## src/rtl/rep_sub_pkg.sv

```systemverilog
// Shared types for the repeated-subtraction divider.
// Holds the FSM state encoding and the default operand width.
package rep_sub_pkg;

   localparam int DEFAULT_WIDTH = 4;

   typedef enum logic [1:0] {
      IDLE = 2'd0,
      RUN  = 2'd1,
      DONE = 2'd2
   } state_e;

endpackage

```

## src/rtl/sub_twos_comp.sv

```systemverilog
// Combinational two's-complement subtract stage: a + ~b + 1.
// The carry-out doubles as the a >= b compare for the divider.
module sub_twos_comp #(
   parameter int WIDTH = 4
) (
   input  logic [WIDTH-1:0] a,
   input  logic [WIDTH-1:0] b,
   output logic [WIDTH-1:0] diff,
   output logic             no_borrow
);

   logic [WIDTH:0] sum;

   always_comb begin
      sum = {1'b0, a} + {1'b0, ~b} + {{WIDTH{1'b0}}, 1'b1};
   end

   assign diff      = sum[WIDTH-1:0];
   assign no_borrow = sum[WIDTH];

endmodule

```

## src/rtl/rep_sub_divider.sv

```systemverilog
// Sequential unsigned divider by repeated subtraction with a
// start/done handshake; latency is quotient + 2 cycles.
module rep_sub_divider
   import rep_sub_pkg::*;
#(
   parameter int WIDTH = DEFAULT_WIDTH
) (
   input  logic             clk,
   input  logic             rst_n,
   input  logic             start,
   input  logic [WIDTH-1:0] dividend,
   input  logic [WIDTH-1:0] divisor,
   output logic             busy,
   output logic             done,
   output logic [WIDTH-1:0] quotient,
   output logic [WIDTH-1:0] remainder,
   output logic             div_by_zero
);

   state_e           state_q, state_d;
   logic [WIDTH-1:0] divisor_q, divisor_d;
   logic [WIDTH-1:0] quotient_q, quotient_d;
   logic [WIDTH-1:0] remainder_q, remainder_d;
   logic             dbz_q, dbz_d;
   logic             busy_q, busy_d;
   logic             done_q, done_d;

   logic [WIDTH-1:0] diff;
   logic             no_borrow;

   sub_twos_comp #(
      .WIDTH(WIDTH)
   ) u_sub (
      .a        (remainder_q),
      .b        (divisor_q),
      .diff     (diff),
      .no_borrow(no_borrow)
   );

   always_comb begin
      state_d     = state_q;
      divisor_d   = divisor_q;
      quotient_d  = quotient_q;
      remainder_d = remainder_q;
      dbz_d       = dbz_q;
      unique case (state_q)
         IDLE: begin
            if (start) begin
               divisor_d   = divisor;
               remainder_d = dividend;
               quotient_d  = '0;
               dbz_d       = 1'b0;
               if (divisor == '0) begin
                  state_d    = DONE;
                  dbz_d      = 1'b1;
                  quotient_d = '1;
               end else begin
                  state_d = RUN;
               end
            end
         end
         RUN: begin
            // carry-out is the only magnitude compare
            if (no_borrow) begin
               remainder_d = diff;
               quotient_d  = quotient_q + {{(WIDTH-1){1'b0}}, 1'b1};
            end else begin
               state_d = DONE;
            end
         end
         DONE: begin
            state_d = IDLE;
         end
         default: begin
            state_d = IDLE;
         end
      endcase
      busy_d = (state_d == RUN);
      done_d = (state_d == DONE);
   end

   always_ff @(posedge clk) begin
      if (!rst_n) begin
         state_q     <= IDLE;
         divisor_q   <= '0;
         quotient_q  <= '0;
         remainder_q <= '0;
         dbz_q       <= 1'b0;
         busy_q      <= 1'b0;
         done_q      <= 1'b0;
      end else begin
         state_q     <= state_d;
         divisor_q   <= divisor_d;
         quotient_q  <= quotient_d;
         remainder_q <= remainder_d;
         dbz_q       <= dbz_d;
         busy_q      <= busy_d;
         done_q      <= done_d;
      end
   end

   assign busy        = busy_q;
   assign done        = done_q;
   assign quotient    = quotient_q;
   assign remainder   = remainder_q;
   assign div_by_zero = dbz_q;

endmodule

```

## config.mk

```make
export PLATFORM = sky130hd
export DESIGN_NAME = rep_sub_divider
export DESIGN_NICKNAME = d
export VERILOG_FILES = /design/src/rtl/rep_sub_pkg.sv /design/src/rtl/sub_twos_comp.sv /design/src/rtl/rep_sub_divider.sv
export SDC_FILE = /design/constraint.sdc
export NUM_CORES = 1
export LEC_CHECK = 0
export ABC_AREA = 1
export CORE_MARGIN = 3
export CORE_UTILIZATION = 40
export CTS_BUF_LIST = sky130_fd_sc_hd__clkbuf_16
export CTS_CLUSTER_SIZE = 16
export DETAILED_ROUTE_END_ITERATION = 7
export PLACE_DENSITY = 0.67
export SYNTH_ARGS = -nofsm -noshare
export SYNTH_HDL_FRONTEND = slang
export SYNTH_SLANG_ARGS = --single-unit
```

## constraint.sdc

```tcl
create_clock -name clk -period 2.55 [get_ports clk]
set_clock_uncertainty 0.05 [all_clocks]
set_input_delay 0.765 -clock clk [delete_from_list [all_inputs] [get_ports clk]]
set_output_delay 0.765 -clock clk [all_outputs]
set_load 0.05 [all_outputs]
```

==> results by group, run 1 <==
Pwr
  – Leak: 0.535 nW
  – PwrDens: between 800 and 900 nW/um^2
  – Net switching power: about 0.40 mW
  – Power share of the combinational group: 0.395
  – Clock Power Share: 0.288
  – Switching Fraction: 0.373
  – Maximum VDD drop: 0.535 mV
  – Int Power: about 0.67 mW
  – Overall power: between 1 and 1.5 mW
  – Sequential share of power: 0.317

Detailed routing
  – Initial DRC count: 13
  – Drt pass-1 iters: 4
  – Via count: around 840
  – Drt via density: 4.93
  – Post-Route WL: 1900 um
  – Avg WL per Cell: between 10 and 15 um
  – DRC viols: 0
  – Final ANT Viol Nets: 0

Synth
  – Synth Instances: 121
  – Synth Register Bits: 17
  – Synth Cell Area: roughly 900 sq um
  – Syn Area/Cell: 7.41 sq um
  – Yosys warning count: 0
  – Syn_nets: 138
  – Sequential share of the synthesized area: 0.379
  – Yosys cell types: 22

Worst setup path
  – Startpoint types: register
  – R2r startpoint: remainder[0]$_SDFFE_PN0P_
  – Reg2reg end: remainder[2]$_SDFFE_PN0P_
  – CP max stage delay: 0.83 ns
  – R2r setup slk: 0.77 ns
  – Top Family by Delay on Critical Path: buffers and inverters
  – Buffers & Inverters on Critical Path: 1
  – WP data required: 1.74 ns
  – Setup CP Type: register to output port
  – Worst R2R Path Depth: 10
  – Crit path DAT: 1.48 ns
  – Crit-path cells: clkdlybuf4s50_1
  – CP max FO: 4
  – CP Capture Type: output port
  – Slowest cell on the critical path: clkdlybuf4s50_1

Clock tree
  – # Post-CTS Setup Buffers: 0
  – CTS Buf Count: 3
  – # hold bufs at CTS: 0
  – Clk Latency, worst-skew pair: 0.25 ns
  – Clock root cell: clkbuf_16
  – Post-cts resize count: 0
  – Worst-path clk slew: 0.05 ns
  – Max clock buf depth: 2
  – H-tree depth: 1
  – Sink Count: 17
  – CTS tree: yes

Hold path
  – WHS Endpoint: divisor_q[3]$_SDFFE_PN0P_
  – Hold Path Origin: divisor_q[3]$_SDFFE_PN0P_
  – Worst Hold Class: register to register
  – Hold Path Depth: 2

Floorplanning
  – Core ar.: 2040 sq um
  – Boundary Pins: 22
  – Die X: 53.4 um
  – Die Y-Extent: between 50 and 60 um
  – Starting Density: 0.439
  – Die area: 2850 sq um
  – Rows: 16

Global routing
  – Total congestion overflow: 0
  – GRT Overall Usage: 0.154
  – Vias in the first global route: 738
  – Largest net degree at the start of global routing: 14
  – Antenna violations before repair: 0
  – Global-route wire length before repair: 3200 um

Timing
  – Min cycle time layout: 2.29 ns
  – Period utilisation layout: 0.898
  – Worst slew margin: 0.664
  – RSZ-0062 raised after global routing: no
  – Worst-Margin Slew: 0.502 ns
  – Post-route setup TNS: 0 ns
  – Final hold violations: 0
  – Max frequency: 0.437 GHz
  – Max Slew Vio Count: 0
  – Setup violations, final: 0

Final layout
  – Core Util, Final: 0.592
  – Most frequent cells in the layout: clkdlybuf4s50_1 (21), nor2_1 (19), nand2_1 (17), dfxtp_1 (17), inv_1 (16)
  – Number of fill cells: between 200 and 250
  – Layout Nets: between 150 and 200
  – Area Growth Syn to Fin: 34.7%
  – Fraction of layout cells with a size suffix above 1: 0.0833
  – Most common cell after layout, fill and taps aside: clkdlybuf4s50_1
  – Finished layout cell area: 1210 sq um
  – ANT cells: 0

Flow run
  – Max-cap viol count: 0

Placed design
  – HPWL after detailed placement: 1410 um
  – Area post-placement: around 1100 sq um
  – RD Place Congestion: 0.769
  – Port bufs: 21

Outcome
  – Status: complete, no violations
[cell families after synthesis]
group                      after synthesis  share of synthesized area
and+or+nand+nor                         49                      0.268
AOI/OAI and AO/OA                       27                      0.151
buffers and inverters                   20                     0.0907
DFF                                     17                      0.379
adders and majority gates                6                     0.0921
xor gates and xnor gates                 2                     0.0195
[sequential cells by signal, indices dropped and copies added, names as in the netlist]
| name | flops |
|---|---|
| busy | 1 |
| div_by_zero | 1 |
| done | 1 |
| divisor_q | 4 |
| state_q | 2 |
| quotient | 4 |
| remainder | 4 |
[worst max-delay path by stage]
stage	startpoint	depth (start not counted)	endpoint
floorplan	remainder[0]$_SDFFE_PN0P_	11	quotient[0]$_SDFFE_PN0P_
global placement	remainder[1]$_SDFFE_PN0P_	1	remainder[1]
detailed placement	remainder[1]$_SDFFE_PN0P_	1	remainder[1]
CTS	remainder[1]$_SDFFE_PN0P_	1	remainder[1]
global route	remainder[1]$_SDFFE_PN0P_	1	remainder[1]
finish	remainder[1]$_SDFFE_PN0P_	1	remainder[1]
[metal layers]
layer / GRT usage / vias to the layer above / wire (um)
met4: 0.0255 / 0 / 8
met2: 0.231 / 22 / 855
met3: 0.0592 / 2 / 130
met5: 0 / - / 0
li1: - / 435 / -
met1: 0.210 / 384 / 903
[cell type report]
type / instances / area [sq um] / area share
tap: 27 / 33.8 / 0.0280
clock inverter: 1 / 3.75 / 0.00311
multi-input combinational: 84 / 475 / 0.393
timing repair buffer: 21 / 210 / 0.174
inverter: 18 / 70.1 / 0.0580
sequential: 17 / 340 / 0.282
clock buffer: 3 / 75.1 / 0.0621
[power groups by stage]
stage | clock (mW) | sequential [mW] | combinational (mW)
4_1_cts | 0.313 | 0.338 | 0.422
2_1_floorplan | 0 | 0.441 | 0.206
3_5_place_dp | 0 | 0.343 | 0.418
6_report | 0.306 | 0.338 | 0.421
3_3_place_gp | 0 | 0.341 | 0.415
5_1_grt | 0.324 | 0.343 | 0.464
[stage by stage]
step	hold WS, ns	setup WS [ns]	instances
after floorplan	0.383	0.672	121
after global placement	0.402	0.531	167
after detailed placement	0.401	0.516	167
after CTS	0.409	0.248	171
after global routing	0.456	0.210	171
final	0.408	0.259	171
[worst min-delay path: stages (launching register included)]
cell and delay (ns):
dfxtp_1 0.29, inv_1 0.06, a21oi_1 0.05
[synthesized netlist by cell type]
| master | count | area share |
|---|---|---|
| a21oi_1 | 11 | 0.061 |
| buf_1 | 1 | 0.0042 |
| buf_4 | 1 | 0.0084 |
| dfxtp_1 | 17 | 0.38 |
| fa_1 | 1 | 0.022 |
| ha_1 | 5 | 0.070 |
| inv_1 | 15 | 0.063 |
| inv_2 | 2 | 0.0084 |
| inv_4 | 1 | 0.0070 |
| nand2_1 | 17 | 0.071 |
| nand2_2 | 1 | 0.0070 |
| nand2_4 | 1 | 0.013 |
| nand3_1 | 5 | 0.028 |
| nand3_2 | 2 | 0.022 |
| nand3_4 | 1 | 0.020 |
| nand3b_1 | 1 | 0.0084 |
| nand4_1 | 1 | 0.0070 |
| nor2_1 | 19 | 0.079 |
| nor2_4 | 1 | 0.013 |
| o21ai_0 | 14 | 0.078 |
| o21ai_1 | 2 | 0.011 |
| xnor2_1 | 2 | 0.020 |
(Power assumes the default switching activity.)
==> inputs of run 2 (changes only) <==
--- a/config.mk
+++ b/config.mk
@@ -7,11 +7,11 @@
 export LEC_CHECK = 0
 export ABC_AREA = 1
 export CORE_MARGIN = 3
-export CORE_UTILIZATION = 40
+export CORE_UTILIZATION = 51
 export CTS_BUF_LIST = sky130_fd_sc_hd__clkbuf_16
 export CTS_CLUSTER_SIZE = 16
 export DETAILED_ROUTE_END_ITERATION = 7
-export PLACE_DENSITY = 0.67
+export PLACE_DENSITY = 0.82
 export SYNTH_ARGS = -nofsm -noshare
 export SYNTH_HDL_FRONTEND = slang
 export SYNTH_SLANG_ARGS = --single-unit
==> results by group, run 2 (synthesis gave the netlist of run 1 again) <==
Outcome
  – Status: complete, no violations

Timing
  – Setup violations, final: 0 (unchanged)
  – Period utilisation layout: 0.903 (+0.00478)
  – Worst-Margin Slew: 0.504 ns (+0.00220 ns)
  – Post-route setup TNS: 0 ns (unchanged)
  – Max frequency: 0.434 GHz (-0.53%)
  – Max Slew Vio Count: 0 (unchanged)
  – Min cycle time layout: 2.30 ns (+0.0122 ns)
  – Worst slew margin: 0.663 (-0.00147)
  – Final hold violations: 0 (unchanged)
  – RSZ-0062 raised after global routing: no

Worst setup path
  – Crit-path cells: clkdlybuf4s50_1
  – Top Family by Delay on Critical Path: buffers and inverters
  – CP max FO: 4 (unchanged)
  – CP max stage delay: 0.83 ns (about the same)
  – WP data required: 1.74 ns (about the same)
  – Buffers & Inverters on Critical Path: 1 (unchanged)
  – Startpoint types: register
  – Slowest cell on the critical path: clkdlybuf4s50_1
  – Crit path DAT: 1.49 ns (about the same)
  – Worst R2R Path Depth: 10 (unchanged)
  – CP Capture Type: output port
  – Setup CP Type: register to output port
  – Reg2reg end: quotient[2]$_SDFFE_PN0P_
  – R2r startpoint: remainder[0]$_SDFFE_PN0P_
  – R2r setup slk: 0.66 ns (-0.11 ns)

Final layout
  – Fraction of layout cells with a size suffix above 1: 0.0833 (unchanged)
  – Layout Nets: 162 (unchanged)
  – Most frequent cells in the layout: clkdlybuf4s50_1 (21), nor2_1 (19), nand2_1 (17), dfxtp_1 (17), inv_1 (16)
  – Final std cells w/o fill: 160 (-6.4%)
  – Area Growth Syn to Fin: 33.2%
  – Number of fill cells: 128 (-37%)
  – ANT cells: 0 (unchanged)
  – Most common cell after layout, fill and taps aside: clkdlybuf4s50_1
  – Area of the multi-input gates: 475 sq um (unchanged)
  – Storage element area: 340 sq um (unchanged)
  – Core Util, Final: 0.758 (+0.166)

Clock tree
  – Worst-path clk slew: 0.05 ns (about the same)
  – Clk Latency, worst-skew pair: 0.24 ns (about the same)
  – Clock root cell: clkbuf_16
  – # Post-CTS Setup Buffers: 0 (unchanged)
  – # hold bufs at CTS: 0 (unchanged)
  – Sink Count: 17 (unchanged)
  – CTS tree: yes
  – H-tree depth: 1 (unchanged)
  – CTS Buf Count: 3 (unchanged)
  – Post-cts resize count: 0 (unchanged)
  – Max clock buf depth: 2 (unchanged)

Global routing
  – Largest net degree at the start of global routing: 14 (unchanged)
  – Antenna violations before repair: 0 (unchanged)
  – Global-route wire length before repair: 2950 um (-7.7%)
  – GRT Overall Usage: 0.188 (+0.0338)
  – Vias in the first global route: 720 (-2.4%)
  – Total congestion overflow: 0 (unchanged)

Floorplanning
  – Starting Density: 0.569 (+0.130)
  – Boundary Pins: 22 (unchanged)
  – Core ar.: 1580 sq um (-23%)
  – Die area: 2300 sq um (-19%)
  – Die X: 47.9 um (-10%)
  – Rows: 14 (-2)
  – Die Y-Extent: 47.9 um (-10%)

Hold path
  – Worst Hold Class: register to register
  – WHS Endpoint: divisor_q[2]$_SDFFE_PN0P_
  – Hold Path Origin: divisor_q[2]$_SDFFE_PN0P_
  – Hold Path Depth: 2 (unchanged)

Placed design
  – RD Place Congestion: 0.778 (+1.1%)
  – HPWL after detailed placement: 1490 um (+5.6%)
  – Port bufs: 21 (unchanged)
  – Placed Instances: 156 (-6.6%)

Detailed routing
  – Drt pass-1 iters: 4 (unchanged)
  – Drt via density: 5.26 (+6.6%)
  – Initial DRC count: 8 (-5)
  – Avg WL per Cell: 12.3 um (+11%)
  – Final ANT Viol Nets: 0 (unchanged)
  – Via count: 841 (-0.24%)
  – Post-Route WL: 1980 um (+4.2%)
  – DRC viols: 0 (unchanged)

Pwr
  – Maximum VDD drop: 0.738 mV (+38%)
  – Leak: 0.535 nW (unchanged)
  – Net switching power: 0.395 mW (-0.42%)
  – Switching Fraction: 0.372 (-0.000974)
  – Sequential share of power: 0.318 (about the same)
  – Clock Power Share: 0.286 (-0.002)
  – Power share of the combinational group: 0.396 (about the same)
  – Int Power: 0.668 mW (about the same)
  – PwrDens: 890 nW/um^2 (+0.99%)

Flow run
  – Max-cap viol count: 0 (unchanged)
==> run 2: cell counts in the layout (fill, tap and decap cells not counted) <==
Identical to the previous run, type by type.
==> run 2: worst max path at each step <==
stage,from,end,cells after the start
after floorplan,remainder[0]$_SDFFE_PN0P_,quotient[0]$_SDFFE_PN0P_,11
after global placement,remainder[1]$_SDFFE_PN0P_,remainder[1],1
after detailed placement,remainder[1]$_SDFFE_PN0P_,remainder[1],1
after CTS,remainder[1]$_SDFFE_PN0P_,remainder[1],1
after global routing,remainder[1]$_SDFFE_PN0P_,remainder[1],1
final,remainder[1]$_SDFFE_PN0P_,remainder[1],1
==> run 2: layout make-up <==
cell class	instances	share of cell area
clock inverter	1	0.00314
clock buffer	3	0.0628
inverter	18	0.0586
tap	16	0.0168
multi-input combinational	84	0.398
sequential	17	0.285
timing repair buffer	21	0.176
==> run 2: metal layers <==
layer,global-route usage,part of all wire,up-vias
li1,-,-,435
met1,0.218,0.44,390
met2,0.332,0.52,12
met3,0.0338,0.026,4
met4,0.0806,0.014,0
met5,0,0,-
==> run 2: power by group through the flow <==
stage	logic, mW	clock network [mW]	registers (mW)
detailed placement	0.422	0	0.343
finish	0.421	0.304	0.338
global placement	0.410	0	0.340
floorplan	0.206	0	0.441
global route	0.460	0.320	0.342
CTS	0.425	0.307	0.338
==> run 2: metrics by stage <==
step	worst slack [ns]	instance area, sq um	hold slack [ns]	power, mW
after global routing	0.218	1190	0.441	1.12
after detailed placement	0.513	1120	0.414	0.764
after global placement	0.539	1120	0.400	0.751
final	0.247	1190	0.415	1.06
after CTS	0.249	1190	0.421	1.07
after floorplan	0.672	897	0.383	0.646
